### config.mk
export PLATFORM = sky130hd
export DESIGN_NAME = mem_burst_master_flat
export DESIGN_NICKNAME = d
export VERILOG_FILES = /design/src/rtl/mem_burst_master_if.sv /design/src/rtl/mem_burst_master.sv /design/src/flat_wrapper.sv
export SDC_FILE = /design/constraint.sdc
export NUM_CORES = 1
export LEC_CHECK = 0
export CELL_PAD_IN_SITES_DETAIL_PLACEMENT = 1
export CELL_PAD_IN_SITES_GLOBAL_PLACEMENT = 1
export CORE_MARGIN = 3
export CORE_UTILIZATION = 38
export CTS_BUF_LIST = sky130_fd_sc_hd__clkbuf_4
export DETAILED_ROUTE_END_ITERATION = 8
export PLACE_DENSITY_LB_ADDON = 0.05
export SLEW_MARGIN = 30
export SYNTH_ARGS = -nofsm -noshare
export SYNTH_HDL_FRONTEND = slang
export SYNTH_SLANG_ARGS = --single-unit
### constraint.sdc
create_clock -name clk -period 5 [get_ports clk]
set_clock_uncertainty 0.15 [all_clocks]
set_input_delay 1.25 -clock clk [delete_from_list [all_inputs] [get_ports clk]]
set_output_delay 1.25 -clock clk [all_outputs]
set_load 0.005 [all_outputs]
### src/rtl/mem_burst_master_if.sv
// Command, read-response and memory-port signals of mem_burst_master.
// master = the burst engine, slave = the command source / consumer / memory.
interface mem_burst_master_if;
  logic       cmd_valid;
  logic       cmd_ready;
  logic       cmd_write;
  logic       cmd_incr;
  logic [6:0] cmd_addr;
  logic [3:0] cmd_len;
  logic [7:0] cmd_data;

  logic       rsp_valid;
  logic       rsp_ready;
  logic [7:0] rsp_data;
  logic       rsp_last;
  logic       done;

  logic       mem_ren;
  logic       mem_wen;
  logic [6:0] mem_addr;
  logic [7:0] mem_din;
  logic [7:0] mem_dout;

  modport master (
    input  cmd_valid, cmd_write, cmd_incr, cmd_addr, cmd_len, cmd_data,
    output cmd_ready,
    input  rsp_ready,
    output rsp_valid, rsp_data, rsp_last, done,
    output mem_ren, mem_wen, mem_addr, mem_din,
    input  mem_dout
  );

  modport slave (
    output cmd_valid, cmd_write, cmd_incr, cmd_addr, cmd_len, cmd_data,
    input  cmd_ready,
    output rsp_ready,
    input  rsp_valid, rsp_data, rsp_last, done,
    input  mem_ren, mem_wen, mem_addr, mem_din,
    output mem_dout
  );
endinterface

### src/rtl/mem_burst_master.sv
// Burst engine for a 128x8 memory: pattern-fill writes at one beat per cycle,
// reads at three cycles per beat through a valid/ready response port.
module mem_burst_master (
  input  logic                  clk,
  input  logic                  rst,
  mem_burst_master_if.master    bus
);

  typedef enum logic [2:0] {
    IDLE     = 3'd0,
    WR       = 3'd1,
    RD_ISSUE = 3'd2,
    RD_WAIT  = 3'd3,
    RD_HOLD  = 3'd4,
    DONE     = 3'd5
  } state_t;

  state_t     state_reg, state_next;
  logic [6:0] addr_reg, addr_next;
  logic [7:0] data_reg, data_next;
  logic [3:0] len_reg, len_next;
  logic [3:0] cnt_reg, cnt_next;
  logic       incr_reg, incr_next;
  logic [7:0] rsp_data_reg, rsp_data_next;
  logic       last_beat;

  assign last_beat = (cnt_reg == len_reg);

  always_ff @(posedge clk) begin
    if (rst) begin
      state_reg    <= IDLE;
      addr_reg     <= '0;
      data_reg     <= '0;
      len_reg      <= '0;
      cnt_reg      <= '0;
      incr_reg     <= 1'b0;
      rsp_data_reg <= '0;
    end else begin
      state_reg    <= state_next;
      addr_reg     <= addr_next;
      data_reg     <= data_next;
      len_reg      <= len_next;
      cnt_reg      <= cnt_next;
      incr_reg     <= incr_next;
      rsp_data_reg <= rsp_data_next;
    end
  end

  // Next state and datapath; 7/8-bit adders give the required address/data wrap.
  always_comb begin
    state_next    = state_reg;
    addr_next     = addr_reg;
    data_next     = data_reg;
    len_next      = len_reg;
    cnt_next      = cnt_reg;
    incr_next     = incr_reg;
    rsp_data_next = rsp_data_reg;
    case (state_reg)
      IDLE: begin
        if (bus.cmd_valid) begin
          addr_next  = bus.cmd_addr;
          data_next  = bus.cmd_data;
          len_next   = bus.cmd_len;
          incr_next  = bus.cmd_incr;
          cnt_next   = '0;
          state_next = bus.cmd_write ? WR : RD_ISSUE;
        end
      end
      WR: begin
        addr_next = addr_reg + 7'd1;
        data_next = data_reg + {7'd0, incr_reg};
        cnt_next  = cnt_reg + 4'd1;
        if (last_beat) state_next = DONE;
      end
      RD_ISSUE: state_next = RD_WAIT;
      RD_WAIT: begin
        rsp_data_next = bus.mem_dout;
        state_next    = RD_HOLD;
      end
      RD_HOLD: begin
        if (bus.rsp_ready) begin
          if (last_beat) begin
            state_next = DONE;
          end else begin
            addr_next  = addr_reg + 7'd1;
            cnt_next   = cnt_reg + 4'd1;
            state_next = RD_ISSUE;
          end
        end
      end
      DONE:    state_next = IDLE;
      default: state_next = IDLE;
    endcase
  end

  always_comb begin
    bus.cmd_ready = 1'b0;
    bus.rsp_valid = 1'b0;
    bus.rsp_last  = 1'b0;
    bus.done      = 1'b0;
    bus.mem_ren   = 1'b0;
    bus.mem_wen   = 1'b0;
    bus.mem_addr  = '0;
    bus.mem_din   = '0;
    case (state_reg)
      IDLE: bus.cmd_ready = 1'b1;
      WR: begin
        bus.mem_wen  = 1'b1;
        bus.mem_addr = addr_reg;
        bus.mem_din  = data_reg;
      end
      RD_ISSUE: begin
        bus.mem_ren  = 1'b1;
        bus.mem_addr = addr_reg;
      end
      RD_HOLD: begin
        bus.rsp_valid = 1'b1;
        bus.rsp_last  = last_beat;
      end
      DONE:    bus.done = 1'b1;
      default: ;
    endcase
  end

  assign bus.rsp_data = rsp_data_reg;

endmodule

### src/flat_wrapper.sv
// flat-port wrapper written by rule: the top's interface ports become plain ports
module mem_burst_master_flat 
  (clk, rst, bus_cmd_valid, bus_cmd_write, bus_cmd_incr, bus_cmd_addr, bus_cmd_len, bus_cmd_data, bus_cmd_ready, bus_rsp_ready, bus_rsp_valid, bus_rsp_data, bus_rsp_last, bus_done, bus_mem_ren, bus_mem_wen, bus_mem_addr, bus_mem_din, bus_mem_dout);
  mem_burst_master_if bus_i ();
  input  logic clk;
  input  logic rst;
  input wire logic [$bits(bus_i.cmd_valid)-1:0] bus_cmd_valid;
  input wire logic [$bits(bus_i.cmd_write)-1:0] bus_cmd_write;
  input wire logic [$bits(bus_i.cmd_incr)-1:0] bus_cmd_incr;
  input wire logic [$bits(bus_i.cmd_addr)-1:0] bus_cmd_addr;
  input wire logic [$bits(bus_i.cmd_len)-1:0] bus_cmd_len;
  input wire logic [$bits(bus_i.cmd_data)-1:0] bus_cmd_data;
  output wire logic [$bits(bus_i.cmd_ready)-1:0] bus_cmd_ready;
  input wire logic [$bits(bus_i.rsp_ready)-1:0] bus_rsp_ready;
  output wire logic [$bits(bus_i.rsp_valid)-1:0] bus_rsp_valid;
  output wire logic [$bits(bus_i.rsp_data)-1:0] bus_rsp_data;
  output wire logic [$bits(bus_i.rsp_last)-1:0] bus_rsp_last;
  output wire logic [$bits(bus_i.done)-1:0] bus_done;
  output wire logic [$bits(bus_i.mem_ren)-1:0] bus_mem_ren;
  output wire logic [$bits(bus_i.mem_wen)-1:0] bus_mem_wen;
  output wire logic [$bits(bus_i.mem_addr)-1:0] bus_mem_addr;
  output wire logic [$bits(bus_i.mem_din)-1:0] bus_mem_din;
  input wire logic [$bits(bus_i.mem_dout)-1:0] bus_mem_dout;
  assign bus_i.cmd_valid = bus_cmd_valid;
  assign bus_i.cmd_write = bus_cmd_write;
  assign bus_i.cmd_incr = bus_cmd_incr;
  assign bus_i.cmd_addr = bus_cmd_addr;
  assign bus_i.cmd_len = bus_cmd_len;
  assign bus_i.cmd_data = bus_cmd_data;
  assign bus_cmd_ready = bus_i.cmd_ready;
  assign bus_i.rsp_ready = bus_rsp_ready;
  assign bus_rsp_valid = bus_i.rsp_valid;
  assign bus_rsp_data = bus_i.rsp_data;
  assign bus_rsp_last = bus_i.rsp_last;
  assign bus_done = bus_i.done;
  assign bus_mem_ren = bus_i.mem_ren;
  assign bus_mem_wen = bus_i.mem_wen;
  assign bus_mem_addr = bus_i.mem_addr;
  assign bus_mem_din = bus_i.mem_din;
  assign bus_i.mem_dout = bus_mem_dout;
  mem_burst_master u_core (.clk(clk), .rst(rst), .bus(bus_i));
endmodule
Yosys cells after proc, flatten, opt, wreduce, memory -nomap -nowiden
Index checks and enable logic that the tools add are counted.
{"block": "totals", "register_bits": 35, "in_bits": 33, "out_inout_bits": 29, "word_cells": 52}
{"block": "classes", "addsub": 3, "eq_ne": 10, "mux": 24, "reduce_logical": 8}
{"cell": "7-bit two-way mux", "n": 4}
{"cell": "7-bit one-hot mux with 3 select lines", "n": 1}
{"cell": "8-bit two-way mux", "n": 2}
{"cell": "8-bit one-hot mux with 2 select lines", "n": 1}
{"cell": "3-bit one-hot mux with 5 select lines", "n": 1}
{"cell": "3-bit two-way mux", "n": 4}
{"cell": "4-bit two-way mux", "n": 3}
{"cell": "4-bit one-hot mux with 3 select lines", "n": 1}
{"cell": "8-bit by 1-bit adder with 8-bit output", "n": 1}
{"cell": "7-bit by 1-bit adder with 7-bit output, second input constant", "n": 1}
{"cell": "3-bit by 2-bit == test with 1-bit output, second input constant", "n": 2}
{"cell": "3-bit == test, second input constant", "n": 2}
{"cell": "1-bit two-way mux", "n": 6}
{"cell": "2-bit != test, second input constant", "n": 3}
{"cell": "4-bit by 1-bit adder with 4-bit output, second input constant", "n": 1}
{"cell": "4-bit == test", "n": 1}
{"cell": "2-bit AND reduction", "n": 2}
{"cell": "4-bit AND reduction", "n": 1}
{"cell": "3-bit by 1-bit == test with 1-bit output, second input constant", "n": 1}
{"cell": "3-bit zero test", "n": 1}
{"cell": "3-bit AND reduction", "n": 1}
{"cell": "3-bit nonzero test", "n": 1}
{"cell": "2-bit two-way mux", "n": 1}
{"cell": "2-bit by 1-bit != test with 1-bit output, second input constant", "n": 1}
{"cell": "2 further kinds", "n": 2}

Logic depth before layout (Yosys ltp)
Gate-level depths: netlist (run 1).
{"block": "logic_depth", "ltp_word": 4, "depth_mapped": 6, "mapped_depth_nobuf": 6}

Worst setup path before layout (run 1)
Ideal clock, no wire load.
{"block": "synth_path", "path_type": "register to output", "start": "reg u_core.cnt_reg[0]", "end": "out bus_rsp_last", "t_arrival_ps": 1264, "required_time_ps": 3600, "path_slack_ps": 2336, "path_stages_with_launch": 6, "n_path_buf": 1, "path_cell_list": "dfxtp_1 > xor2_1 > nor4_4 > buf_4 > nand2_1 > inv_1"}
{"block": "synth_between", "elab_chain_len": 2}
{"element": "from (decl)", "line": "mem_burst_master.sv:22", "source": "logic [3:0] cnt_reg, cnt_next;"}
{"element": "from (signal assigned)", "line": "mem_burst_master.sv:43", "source": "cnt_reg <= cnt_next;"}
{"element": "4-bit == test", "line": "mem_burst_master.sv:27", "source": "assign last_beat = (cnt_reg == len_reg);"}
{"element": "1-bit two-way mux", "line": "mem_burst_master.sv:105", "source": "case (state_reg)"}
{"element": "to (decl)", "line": "flat_wrapper.sv:17", "source": "output wire logic [$bits(bus_i.rsp_last)-1:0] bus_rsp_last;"}
No other way between the ends.

Final worst setup path (run 1)
{"block": "layout_path", "start": "reg u_core.state_reg[1]", "end": "out bus_mem_addr[1]"}
{"block": "layout_between", "elab_chain_len": 3, "elab_cells_between_ends": 4, "classes_between": "eq/ne: 2; mux: 1; reduce/logical: 1"}
{"element": "from (decl)", "line": "mem_burst_master.sv:18", "source": "state_t state_reg, state_next;"}
{"element": "from (signal assigned)", "line": "mem_burst_master.sv:39", "source": "state_reg <= state_next;"}
{"element": "3-bit by 2-bit == test with 1-bit output / 3-bit by 1-bit == test with 1-bit output (equally long branches)", "line": "mem_burst_master.sv:105"}
{"element": "2-bit OR reduction (no line) (*)"}
{"element": "7-bit two-way mux (*)", "line": "mem_burst_master.sv:105"}
{"element": "to (decl)", "line": "flat_wrapper.sv:21", "source": "output wire logic [$bits(bus_i.mem_addr)-1:0] bus_mem_addr;"}
Mark *: on every way between the ends. The rest lies on a longest branch, timed or not.

==> results of run 1 <==
==> synth_stat cells, types with 5 or more instances <==
cell type  count
a21oi_1       18
and2_1         8
buf_2          6
clkbuf_1      10
dfxtp_1       35
inv_1          6
mux2i_1       11
nand2_1       23
nand3_1       13
nor2_1        19
nor2b_1        6
nor3_1         6
o211ai_1       5
o21ai_0       10
o32ai_1        5
==> worst max path at each step <==
stage / startpoint / to / slack [ns]
finish: u_core.state_reg[1]$_SDFFE_PP0P_ / bus_mem_addr[1] / 0.68
global route: u_core.state_reg[1]$_SDFFE_PP0P_ / bus_mem_addr[2] / 0.38
CTS: u_core.state_reg[1]$_SDFFE_PP0P_ / bus_mem_addr[1] / 0.63
detailed placement: u_core.state_reg[1]$_SDFFE_PP0P_ / bus_mem_addr[1] / 1.03
global placement: u_core.state_reg[1]$_SDFFE_PP0P_ / bus_mem_addr[2] / 1.11
floorplan: u_core.cnt_reg[0]$_SDFFE_PP0P_ / bus_rsp_last / 2.34
==> power breakdown <==
part / internal [mW] / switching, mW
Combinational: 0.266 / 0.320
Sequential: 0.346 / 0.0957
Clock: 0.0657 / 0.0987
==> per-layer routing <==
layer  share of wire, %  up-vias  wire length [um]  global-route usage [%]
met3                5.4        6               316                    4.51
met4                1.1        0                63                    5.84
li1                   -     1030                 -                       -
met2                 47       54              2700                    31.1
met5                  0        -                 0                       0
met1                 47      984              2720                    26.1
==> cell families after synthesis <==
kind of cell / Yosys count / synth area share, %
buf+inv: 25 / 5.31
compound gates: 70 / 24.1
mux: 11 / 5.38
xor+xnor: 5 / 2.14
simple gates: 101 / 26.5
flops: 35 / 34.2
fa+ha+maj: 4 / 2.44
==> final cells by class <==
class	instances	share of cell area [%]
inverter	7	0.955
sequential	35	25.5
clock buffer	7	1.91
tap	70	3.18
timing repair buffer	64	23.0
clock inverter	1	0.182
multi-input combinational	191	45.3
==> worst register-to-register path: stages (launching register included) <==
cell and delay, ns:
dfxtp_1 0.68, or3b_1 0.58, inv_2 0.28, o21ai_0 0.13, a21bo_2 0.22, a21oi_1 0.12
==> stage by stage <==
stage,area (um^2),util (%)
after CTS,2740,53.0
after global routing,2750,53.2
after global placement,2690,51.9
final,2750,53.2
after floorplan,2050,-
after detailed placement,2690,51.9
==> impl_metrics.py, run 1 <==
metrics = {
    "clock_network": {
        "cts_resized": 0,
        "ctsHtreeMaxLevel": 2,
        "cts_tree": "yes",
        "cts_buffer_depth": 2,
        "insertion_delay_ns": 0.34,
        "root_buffer": "clkbuf_4",
        "cts.sinks": 35,
        "numCtsBuffers": 5,
        "cts_hold_buf": 0,
        "cts_setup_buffers": 0,
        "path_clk_slew_ns": 0.11,
    },
    "setup_path": {
        "timing.critical_path.buf_inv": 2,
        "path_max_fanout": 28,
        "r2r-start": "u_core.state_reg[0]$_SDFFE_PP0P_",
        "r2r-end": "u_core.data_reg[7]$_SDFFE_PP0P_",
        "cp_data_arrival_time_ns": 2.92,
        "crit_slowest_cell": "dfxtp_1",
        "cp.depth": 5,
        "worst-r2r-setup-slack_ns": 2.77,
        "path_cells": "or3b_1, inv_2, nor2_1, nor2b_1, clkdlybuf4s50_1",
        "worst_r2r_path_depth": 5,
        "slowest_delay_ns": 0.87,
        "worst_setup_path_end_kind": "output port",
        "crit_type": "reg2out",
        "startpoint_type": "register",
        "crit_family": "simple AND/OR/NAND/NOR gates",
        "cp.required_ns": 3.60,
    },
    "flow_run": {
        "max-cap-violations": 0,
    },
    "drt": {
        "vias": 2074,
        "drtIter0Drc": 142,
        "firstDrtPassIters": 4,
        "postRouteAntennaNets": 0,
        "postRouteWirelength_um": 5800,
        "wire_per_inst_um": 15.5,
        "route.detailed.drc": 0,
        "vias_per_cell": 5.53,
    },
    "hold_path": {
        "hold-path-cell-count": 2,
        "hold_path_class": "reg2reg",
        "hold_start": "u_core.incr_reg$_SDFFE_PP0P_",
        "holdPathEnd": "u_core.incr_reg$_SDFFE_PP0P_",
    },
    "sta": {
        "setup-tns-final_ns": 0,
        "slew_violations": 0,
        "fmax_mhz": 231,
        "hold_viol": 0,
        "worstMarginPinSlew_ns": 0.820,
        "period_minus_slack_ns": 4.32,
        "rsz0062_at_grt": "false",
        "period_share_pct": 86.5,
        "max-slew-margin-rel_pct": 45.3,
        "finalSetupViolations": 0,
        "setup_slack_ns": 0.675,
        "whs_ns": 0.324,
    },
    "power": {
        "power_mw": 1.19,
        "cellLeakagePower_nw": 1.04,
        "power_density_mw_per_mm2": 433,
        "worst_ir_drop_vdd_v": 0.000198,
    },
    "cells_and_area": {
        "layout_commonest_cell": "clkdlybuf4s50_1",
        "final.fill_count": 626,
        "final_cell_mix": "clkdlybuf4s50_1, dfxtp_1, nand2_1, nor2_1, a21oi_1",
        "multi_input_area_mm2": 0.00125,
        "syn2layout_area_growth_pct": 34.3,
        "drive_above_1_share_pct": 6.56,
        "final_cells": 375,
        "antenna_cells": 0,
        "regArea_um2": 701,
        "nNetsFinal": 341,
    },
    "synth": {
        "async_flop_share_pct": 0,
        "syn_area_per_cell_um2": 8.16,
        "synth_ff_type": "dfxtp_1",
        "syn_area_mm2": 0.00205,
        "synth_top_area_share_pct": 34.2,
        "ys_seq_area_share_pct": 34.2,
        "netlist_top_cells_area": "dfxtp_1, mux2i_1, a21oi_1, nand2_1, nor2_1",
        "synthesis.nets": 288,
        "synth_cells": 251,
        "yosysWarningCount": 0,
        "ys_ff_latch": 35,
        "synth_edf_count": 0,
        "yosysTopAreaCell": "dfxtp_1",
        "synthDistinctLibCells": 55,
    },
    "global_route": {
        "antenna_found_initial": 0,
        "grt_usage_pct": 19.5,
        "overflow": 0,
        "first_global_vias": 2036,
        "grt_max_degree": 33,
        "grt_pass1_wl_um": 9880,
    },
    "die": {
        "rows": 26,
        "io_pins": 62,
        "coreArea_mm2": 0.00517,
        "die_w_um": 79.4,
        "start_util_pct": 39.6,
        "die_h_um": 79.4,
        "die_area_mm2": 0.00631,
    },
    "run_status": {
        "status": "finished, final reports clean",
    },
    "place": {
        "dp.cells": 367,
        "gp_congestion": 0.758,
        "dpl_worst_slack_ns": 1.03,
        "hpwl_um": 4210,
        "io_buffers": 61,
    },
}
(Power assumes the default switching activity.)
==> run 2, diff against run 1 <==
SLEW_MARGIN = unset   (was 30)
==> run 2 against run 1 <==
Against the previous run:
- sequential cell count is the same
- first-iteration DRC count grew 22%
- critical path depth is the same
- via count is essentially flat
- non-clock buffer count is the same
- cell area shrank 0.27%
- clock power is essentially flat
- sequential power is essentially flat
- critical endpoint unchanged
==> impl_metrics.py, run 2 (synthesis gave the netlist of run 1 again) <==
metrics = {
    "run_status": {
        "status": "finished, final reports clean",
    },
    "cells_and_area": {
        "multi_input_area_mm2": 0.00124,
        "final.fill_count": 626,
        "drive_above_1_share_pct": 6.23,
        "antenna_cells": 0,
        "layout_commonest_cell": "clkdlybuf4s50_1",
        "syn2layout_area_growth_pct": 34.0,
        "final_cell_mix": "clkdlybuf4s50_1, dfxtp_1, nand2_1, nor2_1, a21oi_1",
        "final_cells": 375,
        "design_area_mm2": 0.00274,
        "regArea_um2": 701,
        "nNetsFinal": 341,
    },
    "clock_network": {
        "cts_hold_buf": 0,
        "path_clk_slew_ns": 0.11,
        "cts_resized": 0,
        "cts_setup_buffers": 0,
        "cts.sinks": 35,
        "numCtsBuffers": 5,
        "root_buffer": "clkbuf_4",
        "insertion_delay_ns": 0.34,
        "cts_tree": "yes",
        "cts_buffer_depth": 2,
        "ctsHtreeMaxLevel": 2,
    },
    "hold_path": {
        "hold_start": "u_core.len_reg[0]$_SDFFE_PP0P_",
        "hold_path_class": "reg2reg",
    },
    "sta": {
        "slew_violations": 0,
        "max-slew-margin-rel_pct": 32.8,
        "rsz0062_at_grt": "false",
        "period_minus_slack_ns": 4.31,
        "fmax_mhz": 232,
        "finalSetupViolations": 0,
        "hold_viol": 0,
        "worstMarginPinSlew_ns": 1.00,
        "period_share_pct": 86.2,
        "setup-tns-final_ns": 0,
    },
    "die": {
        "rows": 26,
        "io_pins": 62,
        "die_area_mm2": 0.00631,
        "die_h_um": 79.4,
        "start_util_pct": 39.6,
        "die_w_um": 79.4,
        "coreArea_mm2": 0.00517,
    },
    "setup_path": {
        "crit_slowest_cell": "dfxtp_1",
        "startpoint_type": "register",
        "timing.critical_path.buf_inv": 2,
        "cp.required_ns": 3.60,
        "crit_type": "reg2out",
        "slowest_delay_ns": 0.87,
        "crit_family": "simple AND/OR/NAND/NOR gates",
        "cp_data_arrival_time_ns": 2.91,
        "r2r-start": "u_core.state_reg[2]$_SDFFE_PP0P_",
        "path_max_fanout": 28,
        "crit_start": "u_core.state_reg[1]$_SDFFE_PP0P_",
        "worst_setup_path_end_kind": "output port",
        "path_cells": "or3b_1, inv_2, nor2_1, nor2b_1, clkdlybuf4s50_1",
    },
    "power": {
        "p_comb_share_pct": 49.2,
        "internal_power_uw": 675,
        "worst_ir_drop_vdd_v": 0.000198,
        "pwr-share-seq_pct": 37.0,
        "p_clk_share_pct": 13.8,
        "cellLeakagePower_nw": 1.04,
        "power_density_mw_per_mm2": 433,
        "switchingPower_uw": 514,
        "swShare_pct": 43.2,
    },
    "global_route": {
        "antenna_found_initial": 0,
        "grt_max_degree": 33,
        "grt_usage_pct": 19.5,
        "grt_pass1_wl_um": 9880,
        "first_global_vias": 2036,
        "overflow": 0,
    },
    "place": {
        "gp_congestion": 0.758,
        "post_dp_cell_area_mm2": 0.00269,
        "dp.cells": 367,
        "hpwl_um": 4210,
        "io_buffers": 61,
    },
    "drt": {
        "route.detailed.drc": 0,
        "vias": 2076,
        "postRouteAntennaNets": 0,
        "vias_per_cell": 5.54,
        "wire_per_inst_um": 15.5,
        "postRouteWirelength_um": 5810,
        "drtIter0Drc": 173,
        "firstDrtPassIters": 4,
    },
    "flow_run": {
        "max-cap-violations": 0,
    },
}
-- run 2: power by group through the flow --
stage,clock (mW),combinational [mW],sequential (mW)
after floorplan,0,0.435,0.397
after CTS,0.171,0.589,0.439
after global placement,0,0.577,0.442
final,0.164,0.585,0.440
after detailed placement,0,0.587,0.446
after global routing,0.181,0.652,0.458
-- run 2: path summary, 6_finish.rpt --
kind | slack (ns) | depth (start not counted) | endpoint
worst max-delay path | 0.69 | 5 | bus_mem_addr[1]
worst min-delay path | 0.32 | 2 | u_core.len_reg[0]$_SDFFE_PP0P_
worst max register to register | 2.55 | 4 | u_core.addr_reg[0]$_SDFFE_PP0P_
worst min register to register | 0.32 | 2 | u_core.len_reg[0]$_SDFFE_PP0P_
-- run 2: final cells by class --
type	instances	share of cell area, %
flip-flops and latches	35	25.5
repair buffers	64	23.1
clock inverters	1	0.182
multi-input cells	191	45.1
clock buffers	7	1.92
inverters	7	0.958
well taps	70	3.19
-- run 2: per-stage QoR --
stage	power [mW]	setup slack [ns]	hold WS (ns)	utilization, %
5_1_grt	1.29	0.381	0.352	53.0
3_3_place_gp	1.02	1.11	0.309	51.9
4_1_cts	1.20	0.629	0.324	53.0
6_report	1.19	0.690	0.324	53.0
3_5_place_dp	1.03	1.03	0.309	51.9
2_1_floorplan	0.832	2.34	0.291	-
-- run 2: worst min-delay path, stage by stage (launching register included) --
cell and delay (ns):
dfxtp_1 0.33, nand2_1 0.05, a21oi_1 0.05
-- run 2: metal layers --
metal	vias to the layer above	track usage, %	part of all wire (%)
met5	-	0	0
met4	0	5.84	1.1
met1	984	26.1	47
li1	1030	-	-
met3	6	4.51	5.9
met2	56	31.1	46
==> edit, RTL diff (config.mk and constraints of run 1) <==
Reset style: asynchronous (`rst`), changed in one clocked block.
--- a/src/rtl/mem_burst_master.sv
+++ b/src/rtl/mem_burst_master.sv
@@ -26,7 +26,7 @@
 
   assign last_beat = (cnt_reg == len_reg);
 
-  always_ff @(posedge clk) begin
+  always_ff @(posedge clk or posedge rst) begin
     if (rst) begin
       state_reg    <= IDLE;
       addr_reg     <= '0;
Check against the original RTL: differs if rst is asserted again (counterexample within 4 cycles, from zero or initial values and one cycle with rst high); with rst held inactive, the same outputs for 10 cycles.
==> edit against run 1 <==
- area after synthesis shrank 0.55%
- count of clock-buffer cells in the layout shrank 1
- worst setup slack gained 0.40 ns
- die area shrank 0.50%
- design area is essentially flat
- sequential cell count is the same
- routed wire length shrank 8.2%
- cell count shrank 9.9%
- via count shrank 13%
- total power grew 45%
- critical path type unchanged
- highest routed layer unchanged
==> edit: results (changes against run 1) <==
[run_status]
status = finished, final reports clean

[routing]
wl_met2_mm = 2.46  ; -9.1%
routed_wl_mm = 5.33  ; -8.2%
wl_met1_mm = 2.61  ; -4.0%
ant_nets = 0  ; unchanged
num_vias = 1813  ; -13%
met3WireLength_um = 233  ; -26%
dr.first_iter.drc_count = 70  ; -51%
highest_layer = met4
drt_first_pass_iters = 4  ; unchanged

[yosys]
yosys_warnings = 0  ; unchanged
yosys.cell_types.count = 46  ; -16%
yosys-top-cells-area = dfrtp_1 (43%), mux2_2 (8.3%), and2_1 (4.6%)
synth_common_cells = dfrtp_1 (35), nor2_1 (17), and2_1 (15), mux2_2 (15), nand2_1 (12)
async_flop_share_pct = 100  ; +100 points
synth-xor-area-share_pct = 2.58  ; +0.44 points
synth_edf_count = 0  ; unchanged
muxShareOfSynthArea_pct = 9.34  ; +4.0 points
synth_seq_area_share_pct = 43.0  ; +8.8 points
synth_adder_area_share_pct = 2.46  ; +0.014 points
synth_compound_area_share_pct = 19.5  ; -4.5 points
synth_fp_nets = 245  ; -15%
synth-main-ff-cell = dfrtp_1

[global_route]
track_usage_pct = 17.8  ; -1.7 points
grt_pass1_wl_mm = 8.92  ; -9.7%
grt_use_met2_pct = 28.2  ; -2.9 points
grt_util_met3_pct = 4.88  ; +0.36 points
grt_pass1_vias = 1873  ; -8.0%
antenna_found_initial = 0  ; unchanged
grt_max_degree = 36  ; +9.1%
met1_usage_pct = 24.8  ; -1.3 points

[critical_path]
crit_arrival_ns = 2.53  ; -0.39 ns
crit_fanout = 19  ; -32%

[placement]
port_buffers = 61  ; unchanged
dpl_worst_slack_ns = 1.43  ; +0.400 ns
gp_congestion = 0.797  ; +5.2%
place_hpwl_mm = 3.95  ; -6.2%

[final_layout]
drive_above_1_share_pct = 10.1  ; +3.5 points
fin_nets = 304  ; -11%
fillers = 629  ; +0.48%
n_antenna_cell = 0  ; unchanged

[clock_network]
root_buffer = clkbuf_4
cts_max_level = 2  ; unchanged
ctsResizeCount = 0  ; unchanged
cts.clk_slew.worst_paths_ns = 0.12
cts_setup_buffers = 0  ; unchanged
numCtsBuffers = 5  ; unchanged
cts_buffer_depth = 2  ; unchanged
clkLatencyLatePin_ns = 0.33

[timing]
tightestPinTransition_ns = 0.813  ; -0.00708 ns
tns_ns = 0  ; unchanged
slew_violations = 0  ; unchanged

[power_and_ir_drop]
p_leak_nw = 1.09  ; +4.4%
ir_drop_uv = 277  ; +40%

[hold_path]
hold_path.class = reg -> reg

[edit: final timing paths]
path,startpoint,endpoint,slack (ns),depth (start not counted)
min in group asynchronous,rst,u_core.cnt_reg[0],1.19,3
min reg2reg,u_core.data_reg[7],u_core.data_reg[7],0.34,1
max,u_core.state_reg[1],bus_mem_din[2],1.07,4
max reg2reg,u_core.state_reg[0],u_core.addr_reg[1],2.29,4
min,u_core.data_reg[7],u_core.data_reg[7],0.34,1
max in group asynchronous,rst,u_core.bus.rsp_data[3],3.17,3
[edit: metrics by stage]
stage                     utilization (%)  power [mW]  hold WS (ns)  std cells  cell area (um2)
after floorplan                         -        1.18         0.302        208             2040
after global placement               52.5        1.56         0.317        330             2700
after detailed placement             52.5        1.60         0.324        330             2700
after CTS                            53.5        1.75         0.350        338             2750
after global routing                 53.5        1.90         0.390        338             2750
final                                53.5        1.73         0.344        338             2750
[edit: critical path, cell delays in order, from the launching register on]
cell and delay (ns):
dfrtp_1 0.60, or3b_2 0.65, inv_2 0.25, and2_1 0.18
clkdlybuf4s50_1 0.50
[edit: layout make-up]
type | count | area, um2 | share of cell area, %
clock buffer | 6 | 45.0 | 1.64
timing repair buffer | 62 | 618 | 22.5
multi-input combinational | 157 | 1090 | 39.8
inverter | 6 | 22.5 | 0.819
clock inverter | 2 | 7.51 | 0.273
tap | 70 | 87.6 | 3.18
sequential | 35 | 876 | 31.8
[edit: where the power goes]
part / internal, mW / switching (mW) / leakage, nW / total [mW]
Sequential: 0.423 / 0.159 / 0.419 / 0.582
Combinational: 0.543 / 0.455 / 0.636 / 0.998
Clock: 0.0576 / 0.0912 / 0.0307 / 0.149
Total: 1.02 / 0.705 / 1.09 / 1.73
